[src/rtl/spi_pkg.sv]
// Shared SPI definitions: mode encodings, divisor width and baud helpers.
// Used by the APB slave interface, the baud generator and the shift stage.
package spi_pkg;

  localparam int DIV_W = 12;

  localparam logic [1:0] SPI_RUN  = 2'b00;
  localparam logic [1:0] SPI_WAIT = 2'b01;
  localparam logic [1:0] SPI_STOP = 2'b10;

  // Half sclk period in PClk cycles: (sppr+1) << spr, range 1..1024.
  function automatic logic [DIV_W-1:0] spi_half(input logic [2:0] sppr,
                                                input logic [2:0] spr);
    logic [DIV_W-1:0] base;
    base = DIV_W'(sppr) + DIV_W'(1);
    return base << spr;
  endfunction

  // Full baud divisor: (sppr+1) << (spr+1), range 2..2048.
  function automatic logic [DIV_W-1:0] spi_divisor(input logic [2:0] sppr,
                                                   input logic [2:0] spr);
    return spi_half(sppr, spr) << 1;
  endfunction

endpackage

[src/rtl/spi_baud_generator.sv]
// SPI baud generator: divides PClk into the registered serial clock and
// raises one-cycle send/receive strobes in the cycle before each sclk edge.
// Timing config (HALF, cpha) is frozen for the duration of a transfer.
module spi_baud_generator
  import spi_pkg::*;
(
  input  logic             PClk,
  input  logic             PRESET,
  input  logic [1:0]       spi_mode,
  input  logic             spiswai,
  input  logic [2:0]       sppr,
  input  logic [2:0]       spr,
  input  logic             cpol,
  input  logic             cpha,
  input  logic             ss,
  output logic             sclk,
  output logic             send_flag,
  output logic             receive_flag,
  output logic [DIV_W-1:0] BaudRateDivisor
);

  logic             active;
  logic             act_q;
  logic [DIV_W-1:0] half_live, half_q, half_eff;
  logic             cpha_q, cpha_eff;
  logic [DIV_W-1:0] cnt_q, cnt_d;
  logic             p_q, p_d;
  logic             sclk_q, sclk_d;
  logic             term;
  logic             cfg_load;

  // Transfer qualifier, live divisor and effective (frozen or live) config.
  // The first active cycle (act_q still 0) uses the live values, which are
  // captured in that same cycle and held until the transfer ends.
  always_comb begin
    active          = !ss && ((spi_mode == SPI_RUN) ||
                              ((spi_mode == SPI_WAIT) && !spiswai));
    half_live       = spi_half(sppr, spr);
    BaudRateDivisor = spi_divisor(sppr, spr);
    cfg_load        = !active || !act_q;
    half_eff        = act_q ? half_q : half_live;
    cpha_eff        = act_q ? cpha_q : cpha;
    term            = (cnt_q == (half_eff - DIV_W'(1)));
  end

  // Strobes precede the sclk edge by one PClk; forced low while in reset.
  always_comb begin
    receive_flag = !PRESET && active && term && (p_q == cpha_eff);
    send_flag    = !PRESET && active && term && (p_q != cpha_eff);
  end

  // Counter / phase / sclk next state.
  always_comb begin
    cnt_d  = cnt_q;
    p_d    = p_q;
    sclk_d = sclk_q;
    if (!active) begin
      cnt_d  = '0;
      p_d    = 1'b0;
      sclk_d = cpol;
    end else if (term) begin
      cnt_d  = '0;
      p_d    = ~p_q;
      sclk_d = ~sclk_q;
    end else begin
      cnt_d  = cnt_q + DIV_W'(1);
    end
  end

  // Divider state registers.
  always_ff @(posedge PClk or posedge PRESET) begin
    if (PRESET) begin
      cnt_q  <= '0;
      p_q    <= 1'b0;
      sclk_q <= 1'b0;
      act_q  <= 1'b0;
    end else begin
      cnt_q  <= cnt_d;
      p_q    <= p_d;
      sclk_q <= sclk_d;
      act_q  <= active;
    end
  end

  // Config latch: tracks live inputs until the first active cycle, then holds.
  always_ff @(posedge PClk or posedge PRESET) begin
    if (PRESET) begin
      cpha_q <= 1'b0;
      half_q <= DIV_W'(1);
    end else if (cfg_load) begin
      cpha_q <= cpha;
      half_q <= half_live;
    end
  end

  assign sclk = sclk_q;

endmodule

[config.mk]
export PLATFORM = sky130hd
export DESIGN_NAME = spi_baud_generator
export DESIGN_NICKNAME = d
export VERILOG_FILES = /design/src/rtl/spi_pkg.sv /design/src/rtl/spi_baud_generator.sv
export SDC_FILE = /design/constraint.sdc
export NUM_CORES = 1
export LEC_CHECK = 0
export CORE_ASPECT_RATIO = 0.5
export CORE_MARGIN = 4
export CORE_UTILIZATION = 50
export DETAILED_ROUTE_END_ITERATION = 16
export PLACE_DENSITY = 0.82
export SYNTH_ARGS = -nofsm -noshare
export SYNTH_HDL_FRONTEND = slang
export SYNTH_SLANG_ARGS = --single-unit
[constraint.sdc]
create_clock -name PClk -period 3.66 [get_ports PClk]
set_clock_uncertainty 0.05 [all_clocks]
set_input_delay 0.366 -clock PClk [delete_from_list [all_inputs] [get_ports PClk]]
set_output_delay 0.366 -clock PClk [all_outputs]
set_load 0.05 [all_outputs]
# == Yosys cells after proc, flatten, opt, wreduce, memory -nomap -nowiden ==
# Cells that the tools add are included.
# classes
n_addsub,3
eq_ne,5
n_reduce_logical,14
muxes,8
shift,1
bitwise_logic,2
# op_table
cell,n
$mux 12,3
$add 12x1->12 const B,1
$eq 12x12->1,1
$shl 4x3->12,1
$sub 12x1->12 const B,1
$logic_and 1x1->1,6
$logic_not 1->1,5
$mux 1,5
$add 3x1->4 const B,1
$eq 2x1->1 const B,1
$logic_not 2->1,1
$logic_or 1x1->1,2
$ne 2x1->1 const B,1
$not 1->1,2
$eq 1x1->1,1
$ne 1x1->1,1
# totals
reg_bits,28
elab_cells,39

# == Logic depth before layout (Yosys ltp) ==
# Gate-level depths: netlist of run 1.
# logic_depth
ltp_word,7
ltp_mapped,13
depth_no_buf,11

# == Worst setup path before layout of run 1 ==
# Ideal clock, no wire load.
# synth_path
kind,input -> output
start,in spr[1]
end,out send_flag
arrival_ps,4982
stages,12
slack_ps,-1738
cell_sequence,buf_2 > buf_6 > nor4_2 > mux2i_1 > ha_1 > nand3_1 > or4_4 > nor2_1 > o311ai_0 > nor2_1 > a2111o_1 > nor4b_1
# synth_via
elab_chain_cells,6
# synth_rtl
item,line,rtl
"start, declared",spi_baud_generator.sv:12,"input logic [2:0] spr,"
$shl 4x3->12,-,
net BaudRateDivisor[1],spi_baud_generator.sv:19,output logic [DIV_W-1:0] BaudRateDivisor
$mux 12,spi_baud_generator.sv:41,half_eff = act_q ? half_q : half_live;
$sub 12x1->12,spi_baud_generator.sv:43,term = (cnt_q == (half_eff - DIV_W'(1)));
$eq 12x12->1,spi_baud_generator.sv:43,
$logic_and 1x1->1 (2 in series),spi_baud_generator.sv:49,send_flag = !PRESET && active && term && (p_q != cpha_eff);
"end, declared",spi_baud_generator.sv:17,"output logic send_flag,"
# The timed path passes the listed nets, and every way through them passes these cells.

# == Worst setup path after layout of run 1 ==
# layout_path
start,in sppr[1]
end,out send_flag
# layout_via
elab_chain_cells,7
# layout_rtl
item,line,rtl
"start, declared",spi_baud_generator.sv:11,"input logic [2:0] sppr,"
$add 3x1->4,spi_pkg.sv:15,base = DIV_W'(sppr) + DIV_W'(1);
$shl 4x3->12,-,
$mux 12,spi_baud_generator.sv:41,
$sub 12x1->12,spi_baud_generator.sv:43,
$eq 12x12->1,spi_baud_generator.sv:43,
$logic_and 1x1->1 (2 in series),spi_baud_generator.sv:49,
# Every way passes these cells.

==> results of run 1 <==
[flip-flops by register name, summed over array words and instances (netlist names)]
name,count
act_q,1
p_q,1
cpha_q,1
cnt_q,12
sclk,1
half_q,11
[cell usage after synthesis, drive strengths merged (3+ instances only)]
master / n
a21oi: 3
a31oi: 5
a32oi: 3
and3: 8
buf: 8
clkbuf: 3
dfrtp: 26
ha: 3
inv: 8
mux2: 3
mux2i: 3
nand2: 38
nand2b: 6
nand3: 7
nand3b: 4
nand4: 4
nor2: 34
nor3: 5
o2111ai: 3
o21ai: 4
o31ai: 3
or2: 4
or3: 3
xnor2: 16
xor2: 9
[layer usage]
layer / share of wire (%) / vias up / global-route usage, %
met5: 0 / - / 0
met4: 3.5 / 0 / 6.04
met3: 8.4 / 38 / 3.56
met2: 47 / 146 / 44.6
met1: 41 / 1144 / 31.8
li1: - / 1064 / -
[cells by family after synthesis]
| kind of cell | after synthesis | share of synthesized area (%) |
|---|---|---|
| buf+inv | 20 | 4.61 |
| fa+ha+maj | 3 | 1.75 |
| xor+xnor | 25 | 10.6 |
| other cells | 1 | 0.175 |
| mux | 6 | 2.97 |
| compound gates | 41 | 16.6 |
| simple gates | 130 | 31.8 |
| flops | 27 | 31.5 |
[power breakdown]
| part | leakage (nW) | switching, mW | total (mW) | internal [mW] |
|---|---|---|---|---|
| Sequential | 0.359 | 0.0117 | 0.321 | 0.310 |
| Clock | 0.0255 | 0.103 | 0.179 | 0.0766 |
| Combinational | 1.04 | 0.198 | 0.372 | 0.174 |
[worst min-delay path: cells and delay by family, from the launching register on]
| family | cells | cell delay, ns |
|---|---|---|
| flip-flops | 1 | 0.40 |
| AND/OR/NAND/NOR | 2 | 0.09 |
[worst max path at each step]
stage,to,slack [ns],cells past startpoint
6_report,send_flag,-0.30,13
5_1_grt,send_flag,-0.35,13
4_1_cts,send_flag,-0.12,13
3_5_place_dp,send_flag,-0.70,12
3_3_place_gp,send_flag,-0.58,13
2_1_floorplan,send_flag,-0.17,11
[metrics by stage]
step | power (mW) | setup WS (ns) | cell area [um^2] | TNS, ns
after floorplan | 0.505 | -0.168 | 2250 | -0.273
after global placement | 0.613 | -0.577 | 2910 | -1.85
after detailed placement | 0.622 | -0.697 | 2910 | -5.17
after CTS | 0.808 | -0.125 | 3030 | -0.236
after global routing | 0.902 | -0.347 | 3270 | -0.647
final | 0.873 | -0.305 | 3270 | -0.558
[repair_timing]
| item | CTS | global route |
|---|---|---|
| resized for setup | 30 | 30 |
| pin swaps | 9 | 12 |
| hold buffers | 0 | 0 |
| cloned | 0 | 1 |
| setup endpoints to repair | 13 | 2 |
| buffers inserted | 3 | 7 |
[area by class of cell]
type / count / area [um^2] / share of cell area (%)
Multi-Input combinational cell: 206 / 1670 / 51.1
Timing Repair Buffer: 87 / 773 / 23.7
Sequential cell: 27 / 678 / 20.8
Tap cell: 54 / 67.6 / 2.07
Clock buffer: 3 / 41.3 / 1.26
Inverter: 9 / 33.8 / 1.03
Clock inverter: 1 / 5.00 / 0.153
==> summary.txt, run 1 <==
Failing checks: setup timing
Hold path depth: 2
Slack of the critical path: -0.305 ns
Num ports: 29
CP cell instances: buf_8 -> ha_4 -> or2_4 -> buf_6 -> a32oi_4 -> o31ai_4 -> or3_4 -> or3_4 -> xnor2_2 -> nand2_1 -> a2111o_1 -> nor4b_4 -> buf_12
Initial Util: 53.3%
Final Non-Filler Cells: 387
Share of the synthesized area in the top cell type: 30.3%
FF-to-FF Start: act_q
Number of flops mapped to enable cells by yosys: 0
Routed wire per std cell: 19.8 um
Ranking of synthesized cells by area: dfrtp_1 (30%), nand2_1 (6.6%), xnor2_1 (6.5%)
Antenna cells: 0
CTS HTree Levels: 1
Longest Clk Path Bufs: 2
Period utilization: 108%
I/O Buffers: 27
Vias: 2392
Core Region: 4020 um^2
Post-synth ARST share: 100%
Count of different cell masters after synthesis: 69
Hold_ws: 0.432 ns
Die area: 5470 um^2
#FFs+latches synth: 27
Syn Nets: 270
DRC viols: 0
Die X: 101 um
Largest net degree at the start of global routing: 28
Worst EP arrival: 3.55 ns
Slowest stage delay, CP: 0.51 ns
ANT nets after route: 0
DRT Wirelength: 7660 um
Number of global-route vias before repair: 2200
Hold Crit Class: reg2reg
Share of cells above drive strength 1: 37.5%
Skew-Pair Late Insertion Delay: 0.28 ns
Most common cell after layout, fill and taps aside: buf_4
Slowest cell on crit path: a2111o_1
Fillers: 217
Power Dens Cells: 267 nW/um^2
Final hold viol count: 0
Startpoint Class: input pin
Worst-path clk slew: 0.11 ns
CTS Buf Count: 3
Flop-to-flop setup slack: 0.41 ns
Leakage: 1.42 nW
CP dominant cell by count: or3_4
R2R depth: 12
GR Overflow Total: 0
GPL Wtd Cong: 0.965
Synthesis Warnings: 0
Crit path max-delay family: simple AND/OR/NAND/NOR gates
Top FF cell, synth: dfrtp_1
Final Max Tran Viols: 0
Drt initial violations: 185
Total Routing Usage GR: 24.6%
Post-Syn Area: 2150 um^2
Maximum VDD drop: 0.152 mV
Max-Cap Viols: 0
Placed insts: 372
Most frequent cells in the layout: buf_4 (58), nand2_1 (38), nor2_1 (32)
Sequential area share after synthesis: 31.5%
Hold path start: half_q[0]
RSZ-0062 raised after global routing: true
Area growth syn-to-layout: 52.2%
Router iterations before antenna repair: 6
Crit path time final: 3.96 ns
Reg-to-reg endpoint: cnt_q[10]
Worst slew pin tran: 1.10 ns
F_max: 252 MHz
Sink Count: 27
NumNets Final: 351
Vias/cell: 6.18
Required @ worst endpoint: 3.24 ns
Critical path buffers and inverters: 3
Post-synthesis instance total: 253
CTS tree: built
Util after Layout: 81.2%
Worst Setup SP: sppr[1]
Post-DP HPWL: 4710 um
Antenna violations before repair: 0
First-pass GRT wire length: 10400 um
Standard-cell rows: 16
Slew HR: 26.6%
Die height: 54.3 um
Crit path kind: in2out
Nature of the critical path endpoint: output pin
Setup Viol. Count Final: 2
Worst Hold Path EP: half_q[0]
Outcome: finished, violations left
CTS root buf: clkbuf_8
Leading area contributor after synthesis: dfrtp_1
Syn avg cell area: 8.48 um^2
CP Max Fanout: 3
Power figures use the tool's default switching activity.
==> run 2, diff against run 1 <==
--- a/config.mk
+++ b/config.mk
@@ -8,6 +8,7 @@
 export CORE_ASPECT_RATIO = 0.5
 export CORE_MARGIN = 4
 export CORE_UTILIZATION = 50
+export CTS_CLUSTER_SIZE = 25
 export DETAILED_ROUTE_END_ITERATION = 16
 export PLACE_DENSITY = 0.82
 export SYNTH_ARGS = -nofsm -noshare
==> results of run 2 <==
Same layout as run 1: the final DEF is identical, and so are final timing and power.
